## src/rtl/pio_in_pkg.sv

```systemverilog
// Shared register map and edge-mode encodings for the PIO edge-capture block.
package pio_in_pkg;

    localparam logic [1:0] ADDR_DATA    = 2'd0;
    localparam logic [1:0] ADDR_MODE    = 2'd1;
    localparam logic [1:0] ADDR_MASK    = 2'd2;
    localparam logic [1:0] ADDR_CAPTURE = 2'd3;

    localparam logic [1:0] MODE_NONE = 2'b00;
    localparam logic [1:0] MODE_RISE = 2'b01;
    localparam logic [1:0] MODE_FALL = 2'b10;
    localparam logic [1:0] MODE_BOTH = 2'b11;

    // Qualified edge for one bit given its 2-bit mode and current/previous samples.
    function automatic logic edge_hit(input logic [1:0] m, input logic s, input logic p);
        logic rise;
        logic fall;
        rise = s & ~p;
        fall = ~s & p;
        case (m)
            MODE_NONE: edge_hit = 1'b0;
            MODE_RISE: edge_hit = rise;
            MODE_FALL: edge_hit = fall;
            MODE_BOTH: edge_hit = rise | fall;
            default:   edge_hit = 1'b0;
        endcase
    endfunction

endpackage

```

## src/rtl/pio_sync_chain.sv

```systemverilog
// Multi-flop synchronizer bringing asynchronous inputs into the clk domain.
module pio_sync_chain #(
    parameter int WIDTH  = 16,
    parameter int STAGES = 2
) (
    input  logic             clk,
    input  logic             reset_n,
    input  logic [WIDTH-1:0] d,
    output logic [WIDTH-1:0] q
);

    logic [STAGES-1:0][WIDTH-1:0] ff;

    always_ff @(posedge clk or negedge reset_n) begin
        if (!reset_n) begin
            ff <= '0;
        end else begin
            ff[0] <= d;
            for (int s = 1; s < STAGES; s++) ff[s] <= ff[s-1];
        end
    end

    assign q = ff[STAGES-1];

endmodule

```

## src/rtl/pio_in_edge_irq.sv

```systemverilog
// Parallel input port with per-bit edge capture, interrupt mask and level irq.
module pio_in_edge_irq
    import pio_in_pkg::*;
#(
    parameter int          WIDTH       = 16,
    parameter int          SYNC_STAGES = 2,
    parameter logic [31:0] MODE_RESET  = 32'h5555_5555,
    parameter int          BIT_CLEAR   = 1
) (
    input  logic             clk,
    input  logic             reset_n,
    input  logic [1:0]       address,
    input  logic             chipselect,
    input  logic             write_n,
    input  logic [31:0]      writedata,
    input  logic [WIDTH-1:0] in_port,
    output logic [31:0]      readdata,
    output logic             irq
);

    logic [WIDTH-1:0]   sync;
    logic [WIDTH-1:0]   prev;
    logic [2*WIDTH-1:0] mode_r;
    logic [WIDTH-1:0]   mask_r;
    logic [WIDTH-1:0]   cap_r;
    logic [WIDTH-1:0]   ev;
    logic [WIDTH-1:0]   clr;
    logic [31:0]        rd_next;
    logic               wr;

    pio_sync_chain #(.WIDTH(WIDTH), .STAGES(SYNC_STAGES)) u_sync (
        .clk     (clk),
        .reset_n (reset_n),
        .d       (in_port),
        .q       (sync)
    );

    assign wr = chipselect & ~write_n;

    always_comb begin
        ev = '0;
        for (int i = 0; i < WIDTH; i++) ev[i] = edge_hit(mode_r[2*i +: 2], sync[i], prev[i]);
    end

    always_comb begin
        clr = '0;
        if (wr && address == ADDR_CAPTURE)
            clr = (BIT_CLEAR != 0) ? writedata[WIDTH-1:0] : '1;
    end

    always_comb begin
        rd_next = '0;
        case (address)
            ADDR_DATA:    rd_next[WIDTH-1:0]   = sync;
            ADDR_MODE:    rd_next[2*WIDTH-1:0] = mode_r;
            ADDR_MASK:    rd_next[WIDTH-1:0]   = mask_r;
            ADDR_CAPTURE: rd_next[WIDTH-1:0]   = cap_r;
            default:      rd_next              = '0;
        endcase
    end

    always_ff @(posedge clk or negedge reset_n) begin
        if (!reset_n) begin
            prev     <= '0;
            mode_r   <= MODE_RESET[2*WIDTH-1:0];
            mask_r   <= '0;
            cap_r    <= '0;
            readdata <= '0;
            irq      <= 1'b0;
        end else begin
            prev     <= sync;
            readdata <= rd_next;
            irq      <= |(cap_r & mask_r);
            if (wr && address == ADDR_MODE) mode_r <= writedata[2*WIDTH-1:0];
            if (wr && address == ADDR_MASK) mask_r <= writedata[WIDTH-1:0];
            // Set after clear so an edge coinciding with a clear is never lost.
            cap_r    <= (cap_r & ~clr) | ev;
        end
    end

endmodule

```

## config.mk

```make
export PLATFORM = sky130hd
export DESIGN_NAME = pio_in_edge_irq
export DESIGN_NICKNAME = d
export VERILOG_FILES = /design/src/rtl/pio_in_pkg.sv /design/src/rtl/pio_sync_chain.sv /design/src/rtl/pio_in_edge_irq.sv
export SDC_FILE = /design/constraint.sdc
export NUM_CORES = 1
export LEC_CHECK = 0
export BUFFER_PORTS_ARGS = -buffer_cell sky130_fd_sc_hd__buf_2
export CAP_MARGIN = 20
export CELL_PAD_IN_SITES_DETAIL_PLACEMENT = 1
export CELL_PAD_IN_SITES_GLOBAL_PLACEMENT = 1
export CORE_MARGIN = 5
export CORE_UTILIZATION = 27
export CTS_BUF_LIST = sky130_fd_sc_hd__clkbuf_16
export DETAILED_ROUTE_END_ITERATION = 7
export PLACE_DENSITY = 0.57
export SETUP_SLACK_MARGIN = 0.3
export SLEW_MARGIN = 20
export SYNTH_ARGS = -nofsm -noshare
export SYNTH_HDL_FRONTEND = slang
export SYNTH_SLANG_ARGS = --single-unit
export TNS_END_PERCENT = 100
```

## constraint.sdc

```tcl
create_clock -name clk -period 1.6 [get_ports clk]
set_clock_uncertainty 0.1 [all_clocks]
set_input_delay 0.24 -clock clk [delete_from_list [all_inputs] [get_ports clk]]
set_output_delay 0.24 -clock clk [all_outputs]
set_load 0.03 [all_outputs]
```

### Yosys cells after proc, flatten, opt, wreduce, memory -nomap -nowiden

Index checks and enable logic that the tools add are counted.

| cells by class | value |
|---|---|
| equal/unequal tests | 51 |
| mux-type cells | 19 |
| bitwise logic cells | 86 |
| reductions and logical operators | 21 |

Operators by type and width:

| operator | number |
|---|---|
| $eq 2x2->1 const B | 34 |
| $pmux 1 s4 | 16 |
| $pmux 16 s4 | 1 |
| $eq 2x1->1 const B | 17 |
| $logic_not 2->1 | 17 |
| $and 1x1->1 | 33 |
| $not 1->1 | 33 |
| $and 16x16->16 | 2 |
| $mux 16 | 2 |
| $not 16->16 | 1 |
| $or 1x1->1 | 16 |
| $or 16x16->16 | 1 |
| $reduce_or 16->1 | 1 |
| $logic_and 1x1->1 | 3 |

| word-level totals | value |
|---|---|
| register bits after elaboration | 145 |
| bits of input ports | 54 |
| output and inout port bits | 33 |

### Longest topological paths before layout

Gate-level depths: netlist of the first run.

| logic depth | value |
|---|---|
| depth after elaboration | 7 |
| depth in mapped cells | 6 |

### By module

A second synthesis of the first run with hierarchy kept.

| unflattened totals | value |
|---|---|
| cells, all modules | 427 |
| area, all modules | 6239.7 µm² |

By module, submodules not included:

| module | times used | cells an instance | area an instance (µm²) | seq. area each (µm²) |
|---|---|---|---|---|
| pio_in_edge_irq | 1 | 379 | 5318.9 | 2847.7 |
| pio_sync_chain | 1 | 48 | 920.9 | 800.8 |

### Worst setup path after synthesis of the first run

OpenSTA, ideal clock, no wires.

| timing | value |
|---|---|
| path type | input to register |
| start | input address[0] |
| end | register mode_r[11] |
| arrival | 1.267 ns |
| required time | 1.375 ns |
| slack | 0.108 ns |
| stages on the path | 6 |
| path buffers | 3 |
| path through | buf_6 nor2b_4 and3b_1 buf_6 buf_12 mux2_4 |

| between the ends | value |
|---|---|
| cells in the longest elaborated chain, start to end | 2 |

RTL lines:

| item | RTL line | source |
|---|---|---|
| from (decl) | pio_in_edge_irq.sv:12 | `input logic [1:0] address,` |
| $eq 2x1->1 | pio_in_edge_irq.sv:74 | `if (wr && address == ADDR_MODE) mode_r <= writedata[2*WIDTH-1:0];` |
| $logic_and 1x1->1 | pio_in_edge_irq.sv:74 |  |
| to (signal assigned) | pio_in_edge_irq.sv:65 | `mode_r <= MODE_RESET[2*WIDTH-1:0];` |
| to (signal assigned) | pio_in_edge_irq.sv:74 |  |
| to (decl) | pio_in_edge_irq.sv:23 | `logic [2*WIDTH-1:0] mode_r;` |

No other way between the ends.
A chain may end at the register's enable or synchronous reset.

### Worst setup path after layout of the first run

| timing | value |
|---|---|
| start | register u_sync.ff (netlist bit u_sync.q[15]) |
| end | register cap_r[15] |

| between the ends | value |
|---|---|
| cells in the longest elaborated chain, start to end | 5 |
| elaborated cells between the ends (all ways) | 6 |
| classes of those cells | mux (1); bitwise (5) |

RTL lines:

| item | RTL line | source |
|---|---|---|
| from (decl) | pio_sync_chain.sv:12 | `logic [STAGES-1:0][WIDTH-1:0] ff;` |
| $not 1->1 | pio_in_pkg.sv:19 | `fall = ~s & p;` |
| $and 1x1->1 | pio_in_pkg.sv:19 |  |
| $or 1x1->1 | pio_in_pkg.sv:24 | `MODE_BOTH: edge_hit = rise \| fall;` |
| $pmux 1 s4 * | pio_in_pkg.sv:20 | `case (m)` |
| $or 16x16->16 * | pio_in_edge_irq.sv:77 | `cap_r <= (cap_r & ~clr) \| ev;` |
| to (signal assigned) | pio_in_edge_irq.sv:77 |  |
| to (decl) | pio_in_edge_irq.sv:25 | `logic [WIDTH-1:0] cap_r;` |

Mark *: on every way between the ends. The rest lies on a longest branch, timed or not.

==> flow_results.org, run 1 <==
** Floorplan
- After floorplanning, the core was divided into 55 placement rows.
- Starting density of the core :: 27.2%
- 87 I/O pins were placed.
- Horizontal die dimension :: 161 um
- Core ar. :: 22500 sq um
- Die Span Y :: 161 um
- Die footprint :: 25800 sq um

** Global routing
- Pin count of the biggest net entering global routing :: 38
- Global-route congestion overflow total :: 0
- The initial antenna violation count is 3.
- In the global route stage, overall resource usage came out at 12.2%.
- Number of global-route vias before repair :: 4404
- The first global-routing pass estimated 24300 um of wire.

** Pwr
- Dividing total power by cell area gives a power density of 1200 nW/um^2.
- Worst IR drop on VDD :: 591 uV
- For this design the static power due to leakage is 3.91 nW.
- Post-layout power :: 10.3 mW

** Drt
- After detailed routing, the total wire length is 15400 um.
- Before antenna repair, the detailed router went through 4 iterations.
- Once detail routing completed, the nets flagged for antenna violations numbered 0.
- Dividing the detail-routed wire length by the instance count gives 17.4 um.
- Using the TritonRoute via totals, the vias-per-cell ratio works out to 4.31.
- Residual DRC :: 0
- Summing over every cut layer, the via total after detailed routing is 3828.
- Drt first-iter violations :: 85

** Timing
- Max-slew violation total from the final report :: 0
- Part of the cycle the worst path needs :: 84.3%
- Crit path time final :: 1.35 ns
- Setup-violating endpoint count in the final report :: 0
- Headroom to the max-slew limit came out at 78.5%.
- Setup slack on the critical path of the routed design comes to 0.252 ns.
- Worst hold-check slack :: 0.0354 ns
- Peak Freq :: 742 MHz
- For the pin with the worst max-slew slack, the measured transition is 0.322 ns.
- Hold violation total from the final report :: 0
- Setup total negative slack on the finished layout was measured at 0 ns.
- Unrepaired setup endpoints after global routing :: yes

** Hold path
- For hold timing, the worst endpoint is mode_r[3].
- The worst hold path begins at writedata[3].
- The worst hold path was traced through 2 stages.
- Class of the worst hold path :: input port to flip-flop

** Setup path
- STA classifies the critical path endpoint as a flip-flop.
- Cell with the biggest individual delay on the critical path :: sky130_fd_sc_hd__dfrtp_1
- On the worst path, the slowest cell contributes a delay of 0.42 ns.
- The worst register-to-register path has a depth of 4.
- Reg-to-reg startpoint :: u_sync.q[15]
- Across all register-to-register paths, the minimum setup slack is 0.25 ns.
- In this run the critical register-to-register path is captured at cap_r[15].
- Endpoint arrival time on the critical path :: 1.56 ns
- Along the worst path, the maximum fanout reaches 3.
- Grouping stages by cell kind, the critical path spends the most delay in flip-flops.
- Counting both buffers and inverters, the worst setup path holds a total of 1.
- Crit path kind :: flip-flop to flip-flop
- Critical path required time :: 1.81 ns
- The worst setup path is launched from a flip-flop.
- Series of cell instances along the critical path :: inv_1 -> ha_1 -> mux2i_1 -> a221o_1

** Synthesis
- Number of warnings reported in the yosys synthesis log :: 0
- After synthesis the cells add up to 6120 sq um.
- Synthesis produced a netlist with a net count of 497.
- Cell variety after synth :: 26
- Each instance of the synthesized netlist takes up on average 14.9 sq um.
- Of the synthesized area, sequential elements account for 59.6%.
- Flip-flop and latch count after synthesis :: 145
- Synth Instances :: 411

** CTS
- Clock insertion delay at the later pin of the skew report :: 0.43 ns
- After clock tree synthesis, the clock-pin slew on the worst setup and hold paths is 0.06 ns.
- The cell sitting at the root of the clock tree is a sky130_fd_sc_hd__clkbuf_16.
- Total number of clock tree sinks :: 145
- Number of buffers between clock root and the deepest sink :: 2
- In this run, CTS created clock tree buffers numbering 17.
- H-tree levels :: 4
- TritonCTS clock tree :: built

** Placement
- Port buffering added 86 buffers.
- After legalization and detailed placement, the total HPWL measured 10800 um.
- Post-placement cell area :: 7050 sq um
- The congestion estimate from routability-driven global placement came to 0.774.
- Placed cell count :: 786
- Prior to clock tree synthesis, the placed netlist has a worst setup slack of 0.00296 ns.

** Cells and area
- Measured on the finished design, the core utilization comes to 38.1%.
- The area growth from synthesis to layout is 40.0%.
- Final Instance Count excl. Fillers :: 889
- For this run, the post-layout net count is 676.
- The post-route netlist has 43.3% of its cells at a drive strength greater than 1.
- Summing all non-filler instances in the final layout gives an area of 8570 sq um.

** Status
- The flow ran to the end, and the final reports show no timing, DRC or antenna violations.

** Job
- The tool flagged a number of max-cap violations equal to 0.
worst reg2reg max path, cell delays in order, from the launching register on:
cell and delay [ns]:
sky130_fd_sc_hd__dfrtp_1 0.42, sky130_fd_sc_hd__inv_1 0.06, sky130_fd_sc_hd__ha_1 0.27, sky130_fd_sc_hd__mux2i_1 0.06, sky130_fd_sc_hd__a221o_1 0.32
Yosys cell counts, drive strengths merged:
| cell | n | area (sq um) |
|---|---|---|
| and2 | 16 | 100 |
| a221o | 16 | 160 |
| clkbuf | 1 | 3.75 |
| and4bb | 1 | 12.5 |
| dfrtp | 129 | 3230 |
| buf | 12 | 139 |
| nand2 | 32 | 120 |
| nor2b | 1 | 13.8 |
| inv | 46 | 173 |
| a22o | 4 | 35.0 |
| mux2 | 48 | 653 |
| and4b | 1 | 10.0 |
| ha | 32 | 400 |
| mux2i | 14 | 140 |
| and3b | 1 | 8.76 |
| nand4 | 1 | 6.26 |
| a21oi | 2 | 10.0 |
| dfstp | 16 | 420 |
| mux4 | 16 | 383 |
| nor2 | 18 | 67.6 |
| a221oi | 4 | 35.0 |
sequential cells by signal, indices dropped and copies added (netlist names):
name	cells
mask_r	16
mode_r	32
irq	1
prev	16
u_sync.q	16
cap_r	16
u_sync.ff	16
readdata	32
per-layer routing:
layer	up-vias	wire length, um	global-route usage (%)
met1	1959	6880	15.0
met2	81	7610	20.3
met5	-	19	0
met4	4	194	4.26
li1	1765	-	-
met3	19	734	4.05
worst max-delay path by stage:
stage                       end  cells after the start    startpoint  slack, ns
finish                cap_r[15]                      4  u_sync.q[15]       0.25
global route          cap_r[15]                      4  u_sync.q[15]       0.20
CTS                 readdata[3]                      2   u_sync.q[3]       0.25
detailed placement    mode_r[1]                      5    address[0]      0.003
global placement     mode_r[23]                      5    address[1]       0.07
floorplan            mode_r[11]                      6    address[0]       0.13
cell usage in the layout (no fill, tap or decap), drive strengths merged, types with 16 or more instances in the layout:
| master | netlist | layout |
|---|---|---|
| ha | 32 | 32 |
| dlygate4sd3 | 0 | 48 |
| buf | 12 | 125 |
| nor2 | 18 | 18 |
| and2 | 16 | 16 |
| inv | 46 | 49 |
| a221o | 16 | 16 |
| dfstp | 16 | 16 |
| nand2 | 32 | 32 |
| dfrtp | 129 | 129 |
| mux2 | 48 | 48 |
| clkbuf | 1 | 17 |
| mux4 | 16 | 16 |
where the power goes:
group	internal (mW)	switching [mW]	leakage, nW
clock network	1.96	1.60	0.241
registers	4.27	0.514	1.67
logic	1.17	0.813	2.00
total	7.39	2.93	3.91
cells by family (layout without fill, tap and decap cells):
group / Yosys count / count (layout) / synth area share [%]
AO/OA/AOI/OAI: 26 / 26 / 3.93
adder cells (fa/ha/maj): 32 / 32 / 6.54
buffers and inverters: 59 / 251 / 5.15
flip-flops: 145 / 145 / 59.6
multiplexers: 78 / 78 / 19.2
other: 0 / 1 / 0
AND/OR/NAND/NOR: 71 / 71 / 5.54
repair_timing:
action                     in CTS  in global routing
pin swaps                      20                 14
hold buffers                   48                  0
cloned                          0                  0
gates resized for setup        78                 28
setup endpoints to repair      50                 56
hold endpoints to repair      193                  0
buffers inserted               20                  2
cell type report:
class,count,area (sq um)
clock inverters,15,96.3
multi-input cells,207,2330
repair buffers,173,1530
fillers,2327,13900
flip-flops and latches,145,3650
well taps,285,357
diodes,1,2.50
clock buffers,17,425
inverters,46,173
Note: power is estimated with default switching activity, not from simulation.
==> inputs of run 2 (changes only) <==
Settings changed: ABC_AREA from default to 1, PLACE_DENSITY 0.57 to 0.62.
Clock period 1.6 ns to 1.24 ns, I/O delays scaled along.
==> run 2 against run 1 <==
Effect of this change: the flow now finishes with violations (setup timing); utilization rose by 2.7 points; critical path type is now flip-flop to output port; area after synthesis fell by 1.9%; total power rose by 31%.
==> flow_results.org, run 2 <==
** Synthesis
- By area, the combinational part of the netlist is dominated by simple AND/OR/NAND/NOR gates.
- The fraction of synthesized area in multiplexers was 0% (-19 points).
- Most common flop cell mapped by yosys :: sky130_fd_sc_hd__dfrtp_1
- The share of the synthesized area in the top cell type was 53.8% (+1.0 points).
- Adder-Cell Fraction of Synth Area :: 6.67% (+0.13 points)
- Top cell types by occurrence after synthesis :: 155 x sky130_fd_sc_hd__nand2_1, 129 x sky130_fd_sc_hd__dfrtp_1, 73 x sky130_fd_sc_hd__inv_1, 36 x sky130_fd_sc_hd__nor2_1, 32 x sky130_fd_sc_hd__ha_1
- The synthesized flop and latch total came to 145 (unchanged).
- Sequential element share of the synthesized area :: 60.8% (+1.1 points)
- The synthesized area per cell came to 10.1 sq um (-32%).
- Post-synthesis share of cell area spent on xor and xnor gates :: 0% (unchanged)
- The count of warnings emitted by yosys came to 0 (unchanged).
- Cell variety after synth :: 22 (-15%)
- Netlist Area Pre-Place :: 6000 sq um (-1.9%)
- The count of flip-flops with a built-in enable after synthesis was 0 (unchanged).
- The number of instances in the synthesized netlist is 592 (+44%).
- The share of flip-flops with an asynchronous set or reset after synthesis came to 100% (unchanged).
- By instance count, the leading cell after synthesis is sky130_fd_sc_hd__nand2_1.
- sky130_fd_sc_hd__dfrtp_1 takes more of the synthesized area than any other cell.
- Synthesized Nets :: 678 (+36%)
- The simple-gate area share of the yosys netlist came to 17.6% (+12 points).
- In the post-synthesis netlist, the biggest area contributors are sky130_fd_sc_hd__dfrtp_1 54%, sky130_fd_sc_hd__nand2_1 9.7%, sky130_fd_sc_hd__dfstp_2 7.0%.
- Post-synthesis compound-gate area fraction :: 8.25% (+4.3 points)

** Setup path
- Register-to-register setup slack :: 0.05 ns (-0.20 ns)
- Series of cell instances along the critical path :: buf_6
- The biggest fanout along the worst timing path is 1 (-2).
- Buffering stage count on the worst path with inverters included :: 1 (unchanged)
- The largest individual stage delay along the critical path comes from the cell sky130_fd_sc_hd__dfrtp_1.
- R2R Path End :: cap_r[2]
- Depth of the critical timing path with buffers and inverters included :: 1 (-3)
- Capturing instance or port of the critical path :: readdata[22]
- Delay contributed by the slowest stage of the critical path :: 0.40 ns (-0.02 ns)
- On the critical path the largest part of the delay comes from flip-flops.
- CP endpoint kind :: output port
- The startpoint identified for the worst register-to-register timing path is u_sync.q[2].
- Critical path required time :: 0.95 ns (-0.86 ns)
- Crit path launch type :: flip-flop
- Critical path startpoint :: readdata[22]
- The number of cells on the worst reg-to-reg path was 5 (+1).
- Endpoint arrival time on the critical path :: 0.97 ns (-0.59 ns)
- Crit path kind :: flip-flop to output port

** Cells and area
- Finished Core Util :: 40.8% (+2.7 points)
- Biggest registers after layout :: mode_r x32, readdata x32
- Compared with the post-synthesis result, the final layout area differs by 48.7%.
- In the layout the commonest cells are 138 x sky130_fd_sc_hd__nand2_1, 125 x sky130_fd_sc_hd__dfrtp_1, 59 x sky130_fd_sc_hd__inv_1, 52 x sky130_fd_sc_hd__buf_2, 52 x sky130_fd_sc_hd__buf_6.
- Final Instance Count excl. Fillers :: 1076 (+21%)
- Share of final-layout standard cells stronger than drive strength 1 :: 36.9% (-6.3 points)
- The number of nets at the end of the flow is 869 (+29%).
- Number of antenna repair diodes :: 0 (-1)
- Post-route cell area :: 8930 sq um (+4.3%)
- The library cell used most frequently in the layout, excluding fill and tap cells, is sky130_fd_sc_hd__nand2_1.

** Floorplan
- The initial cell density of the core was 27.4% (+0.23 points).
- The horizontal die dimension is 159 um (-0.89%).
- Die footprint :: 25300 sq um (-1.8%)
- Die Span Y :: 159 um (-0.89%)
- The number of top-level pins was 87 (unchanged).
- Core ar. :: 21900 sq um (-2.7%)
- The placement row count is 54 (-1.8%).

** Job
- Total of max-cap violations :: 0 (unchanged)

** Pwr
- The sequential group share of total power is 43.4% (-2.9 points).
- The net switching component of the power was 3.65 mW (+25%).
- Worst IR drop on VDD :: 903 uV (+53%)
- Clk pwr share :: 39.1% (+4.6 points)
- Switching share of total power :: 27.1% (-1.3 points)
- Gate power share :: 17.5% (-1.7 points)
- The power consumption was 13.5 mW (+31%).
- P per Cell Area :: 1510 nW/um^2 (+25%)
- The leakage power came to 4.22 nW (+8.0%).
- The internal power consumption is 9.84 mW (+33%).

** Placement
- Quantity of I/O buffers inserted on ports :: 86 (unchanged)
- Routability Congestion :: 0.734 (-5.2%)
- The number of placed instances, taps included was 969 (+23%).
- Minimum setup slack after placement :: -0.0337 ns (-0.0367 ns)
- Post-placement cell area :: 7220 sq um (+2.5%)
- Post-detail-place hpwl :: 10600 um (-2.2%)

** CTS
- TritonCTS built the clock tree.
- Clock insertion delay at the later pin of the skew report :: 0.42 ns (about the same)
- Total number of clock tree sinks :: 145 (unchanged)
- The clock-pin slew of the registers on the worst-case setup and hold paths came to 0.06 ns (about the same).
- Clock tree synthesis selected as its root buffer the cell sky130_fd_sc_hd__clkbuf_16.
- H-tree levels :: 4 (unchanged)
- The total CTS buffers was 17 (unchanged).
- Number of buffers between clock root and the deepest sink :: 2 (unchanged)

** Timing
- The worst hold slack is 0.0434 ns (+0.00793 ns).
- Transition time at the pin with the least slew margin :: 0.235 ns (-0.0873 ns)
- Timing would allow up to 796 MHz.
- Total negative slack :: -0.0231 ns (-0.0231 ns)
- The worst-case headroom to the max-slew limit came to 84.3% (+5.8 points).
- Unrepaired setup endpoints after global routing :: yes
- The number of endpoints with negative hold slack in the final report is 0 (unchanged).
- Setup-violating endpoint count in the final report :: 2 (+2)
- The worst path uses 101% of the clock period.
- Max-slew violation total from the final report :: 0 (unchanged)
- Worst setup margin :: -0.0156 ns (-0.267 ns)
- Crit path time final :: 1.26 ns

** Global routing
- Global-route usage over all layers :: 12.8% (+0.54 points)
- The global-route wire length before repair came to 26200 um (+7.6%).
- The initial antenna violation count was 0 (-3).
- The via count of the first global-routing pass is 4966 (+13%).
- Global-route congestion overflow total :: 0 (unchanged)
- The maximum number of pins on one net before global-route repair came to 36 (-5.3%).

** Drt
- Detailed-router iteration count before antenna repair :: 6 (+2)
- Via density per instance :: 4.25 (-1.3%)
- The antenna violation net count after detailed routing was 0 (unchanged).
- The number of DRC violations after detailed-routing iteration 0 came to 134 (+58%).
- The mean routed wirelength per cell came to 14.5 um (-17%).
- Via total after detailed routing :: 4573 (+19%)
- Total Routed Length :: 15600 um (+1.0%)
- Residual DRC :: 0 (unchanged)

** Status
- Violated checks :: setup timing
- Status :: finished, violations left

** Hold path
- The path class of the tightest hold or removal check is input port to flip-flop.
run 2: cell types whose count changed after synthesis, sizes merged, moves of 20 or more:
cell | previous run | this run
a21oi | 2 | 24
nor2 | 18 | 38
nand2 | 32 | 158
o21ai | 0 | 48
mux2 | 48 | 0
inv | 46 | 75
run 2: kinds of logic after synthesis:
logic type | Yosys count
AOI/OAI and AO/OA | 80
adders and majority gates | 32
DFF | 145
buffers and inverters | 90
and+or+nand+nor | 245
run 2: how the worst min path moves through the flow:
stage / from / cells past startpoint / slack [ns] / to
after floorplan: reset_n / 0 / -0.21 / cap_r[0]
after global placement: reset_n / 1 / -0.05 / readdata[0]
after detailed placement: reset_n / 1 / -0.05 / readdata[0]
after CTS: writedata[13] / 4 / 0.02 / cap_r[13]
after global routing: reset_n / 2 / 0.08 / readdata[0]
final: writedata[13] / 4 / 0.04 / cap_r[13]
run 2: layer usage:
metal	routed length (um)	GRT usage (%)	share of wire (%)
met2	7600	20.8	49
met5	0	0	0
met4	182	3.72	1.2
met1	7260	16.7	47
met3	556	3.57	3.6
run 2: power by group through the flow:
stage	Clock, mW	Combinational (mW)	Sequential (mW)
final	5.28	2.36	5.85
after global routing	5.67	2.63	5.95
after CTS	5.44	2.31	5.84
after detailed placement	0	1.95	5.88
after global placement	0	1.92	5.87
after floorplan	0	1.02	6.02
run 2: what timing repair did:
item / in CTS / in global routing
setup endpoints to repair: 51 / 71
pin swaps: 17 / 27
endpoints found under the hold margin: 201 / 0
resized for setup: 84 / 45
buffers inserted: 18 / 8
gates cloned: 0 / 0
hold buffers: 49 / 0
run 2: final cells by class:
cell class / count / area (sq um)
Clock inverter: 15 / 179
Timing Repair Buffer: 187 / 1720
Clock buffer: 17 / 425
Multi-Input combinational cell: 357 / 2320
Inverter: 75 / 289
Tap cell: 280 / 350
Fill cell: 2469 / 13000
Sequential cell: 145 / 3650
==> inputs of run 3 (changes only) <==
Settings changed: ABC_AREA 1 to default, PLACE_DENSITY 0.62 to 0.59.
==> run 3 against run 2 <==
Effect of this change: the flow finishes with violations (hold timing, setup timing); sequential power grew 5.8%; sequential share of layout area fell by 0.90 points; non-clock buffer count increased by 19; die area increased by 1.8%; critical path type is now flip-flop to flip-flop; largest cell class unchanged; largest power group unchanged.
==> flow_results.org, run 3 (synthesis results as in run 1) <==
** Status
- The flow ran to the end, but the final reports show violations.
- The final reports fail on hold timing, setup timing.

** Timing
- The actual transition at the worst max-transition pin came to 0.317 ns (+0.0823 ns).
- Max-slew violation total from the final report :: 0 (unchanged)
- Part of the cycle the worst path needs :: 113% (+11 points)
- Worst hold-check slack :: -0.462 ns (-0.505 ns)
- Rel. slew slack :: 78.8% (-5.5 points)
- Setup-violating endpoint count in the final report :: 33 (+31)
- Worst setup margin :: -0.158 ns (-0.142 ns)
- Hold violation total from the final report :: 132 (+132)
- Crit path time final :: 1.40 ns (+0.142 ns)
- Peak Freq :: 715 MHz (-10%)
- Setup repair after global routing could not meet its margin everywhere.

** Global routing
- The total overflow reported by the global router was 0 (unchanged).
- The global-route wire length before repair came to 26200 um (about the same).
- Number of global-route vias before repair :: 4673 (-5.9%)
- Pin count of the biggest net entering global routing :: 39 (+8.3%)
- The initial antenna violation count came to 1 (+1).
- Global-route usage over all layers :: 13.4% (+0.66 points)

** Cells and area
- Share of final-layout standard cells stronger than drive strength 1 :: 47.0% (+10 points)
- The largest registers in the layout are mode_r x32, readdata x32.
- The post-route non-filler standard cell count was 921 (-14%).
- Leaving out fill and tap cells, the most frequent cells in the layout are 128 x sky130_fd_sc_hd__dfrtp_1, 69 x sky130_fd_sc_hd__buf_6, 50 x sky130_fd_sc_hd__buf_2, 48 x sky130_fd_sc_hd__mux2_4, 48 x sky130_fd_sc_hd__dlygate4sd3_1.
- The library cell used most frequently in the layout, excluding fill and tap cells, is sky130_fd_sc_hd__dfrtp_1.
- Relative to the synthesized area, the layout overhead comes to 49.0%.
- Number of antenna repair diodes :: 0 (unchanged)
- NumNets Final :: 709 (-18%)
- Post-route cell area :: 9120 sq um (+2.1%)

** CTS
- Number of buffers between clock root and the deepest sink :: 2 (unchanged)
- Clock tree root buffer cell :: sky130_fd_sc_hd__clkbuf_16
- Clock insertion delay at the later pin of the skew report :: 0.42 ns (about the same)
- The total CTS buffers came to 17 (unchanged).
- Total number of clock tree sinks :: 145 (unchanged)
- The H-tree depth reported by CTS was 4 (unchanged).
- Hold bufs inserted after CTS :: 48 (-2.0%)
- TritonCTS built the clock tree.
- The clock-pin slew of the registers on the worst-case setup and hold paths came to 0.06 ns (about the same).

** Setup path
- Critical path required time :: 1.43 ns (+0.48 ns)
- The register-to-register setup slack came to -0.16 ns (-0.21 ns).
- The longest individual stage delay on the worst path was 0.47 ns (+0.07 ns).
- Endpoint arrival time on the critical path :: 1.59 ns (+0.62 ns)
- The worst register-to-register path begins at u_sync.q[7].
- The number of cells on the worst reg-to-reg path came to 3 (-2).
- STA classifies the critical path startpoint as a flip-flop.
- The largest individual stage delay along the critical path comes from the cell sky130_fd_sc_hd__mux4_2.
- Series of cell instances along the critical path :: buf_6 -> buf_6 -> mux4_2
- The biggest fanout along the worst timing path came to 3 (+2).
- CP endpoint kind :: flip-flop
- Among the stages of the critical path, the cell type that occurs most often is sky130_fd_sc_hd__buf_6.
- R2R Path End :: readdata[7]
- Crit path kind :: flip-flop to flip-flop

** Drt
- Drt first-iter violations :: 194 (+45%)
- Residual DRC :: 0 (unchanged)
- The total wire length after detailed routing was 17100 um (+9.8%).
- ANT nets after route :: 0 (unchanged)
- Detailed-router iteration count before antenna repair :: 4 (-2)
- Via density per instance :: 4.40 (+3.4%)
- The mean routed wirelength per cell is 18.6 um (+28%).
- The detailed-route via count came to 4049 (-11%).

** Pwr
- Cell leakage power :: 4.19 nW (-0.73%)
- P per Cell Area :: 1560 nW/um^2 (+3.0%)
- The worst ir drop on vdd is 904 uV (about the same).
- The power consumption was 14.2 mW (+5.2%).

** Job
- The total of max-cap violations is 0 (unchanged).

** Placement
- Post-detail-place hpwl :: 10900 um (+3.4%)
- The number of placed instances, taps included is 804 (-17%).
- Minimum setup slack after placement :: -0.309 ns (-0.275 ns)
- Post-placement cell area :: 7190 sq um (-0.36%)
- Quantity of I/O buffers inserted on ports :: 86 (unchanged)
- Routability Congestion :: 0.777 (+5.8%)

** Floorplan
- The die area is 25800 sq um (+1.8%).
- Horizontal die dimension :: 161 um (+0.90%)
- Core ar. :: 22500 sq um (+2.8%)
- The vertical extent of the die was 161 um (+0.90%).
- Row count :: 55 (+1.9%)
- Number of top-level pins :: 87 (unchanged)
- Starting density of the core :: 27.2% (-0.23 points)

** Hold path
- Class of the worst hold path :: input port to async pin
[run 3: cell count changes in the layout (fill, tap and decap cells not counted), sizes merged, moves of 20 or more]
cell,change
inv,-32
buf,+20
mux2,+48
o21ai,-48
nand2,-126
a21oi,-22
nor2,-20
[run 3: worst max-delay path by stage]
stage / from / endpoint / slack, ns
3_5_place_dp: address[0] / mode_r[21] / -0.31
2_1_floorplan: address[0] / mode_r[11] / -0.17
6_report: u_sync.q[7] / readdata[7] / -0.16
5_1_grt: u_sync.q[7] / cap_r[7] / -0.18
3_3_place_gp: address[0] / mode_r[23] / -0.28
4_1_cts: u_sync.q[7] / cap_r[7] / -0.15
[run 3: worst max-delay path: cells and delay by family, from the launching register on]
| family | cells | cell delay (ns) |
|---|---|---|
| buffers and inverters | 2 | 0.23 |
| DFF | 1 | 0.46 |
| muxes | 1 | 0.47 |
[run 3: layout make-up]
type                            instances  area, sq um
Clock inverter                         15          170
Sequential cell                       145         3650
Timing Repair Buffer                  206         2000
Tap cell                              285          357
Inverter                               46          173
Fill cell                            2321        13400
Multi-Input combinational cell        207         2350
Clock buffer                           17          425
[run 3: layer usage]
| metal | share of wire [%] | vias up | wire (um) | GRT usage [%] |
|---|---|---|---|---|
| li1 | - | 1834 | - | - |
| met1 | 41 | 2122 | 7080 | 15.9 |
| met2 | 53 | 78 | 9140 | 23.6 |
| met3 | 3.9 | 13 | 673 | 4.03 |
| met4 | 1.2 | 2 | 210 | 4.11 |
| met5 | 0.076 | - | 13 | 0 |
[run 3: through the flow]
step	utilization [%]	TNS [ns]
floorplan	-	-6.53
global placement	32.0	-13.96
detailed placement	32.0	-15.55
CTS	39.2	-2.53
global route	40.5	-4.32
finish	40.5	-2.33
[run 3: power breakdown]
group	switching, mW	internal [mW]	total [mW]
combinational	1.12	1.70	2.82
clock	2.05	3.14	5.19
sequential	0.681	5.51	6.19
total	3.85	10.3	14.2
[run 3: repair_timing]
item | 4_1_cts | 5_1_grt
pin swaps | 9 | 14
gates resized for setup | 105 | 42
setup endpoints to repair | 114 | 115
hold endpoints to repair | 209 | 132
buffers inserted | 20 | 13
gates cloned | 4 | 0
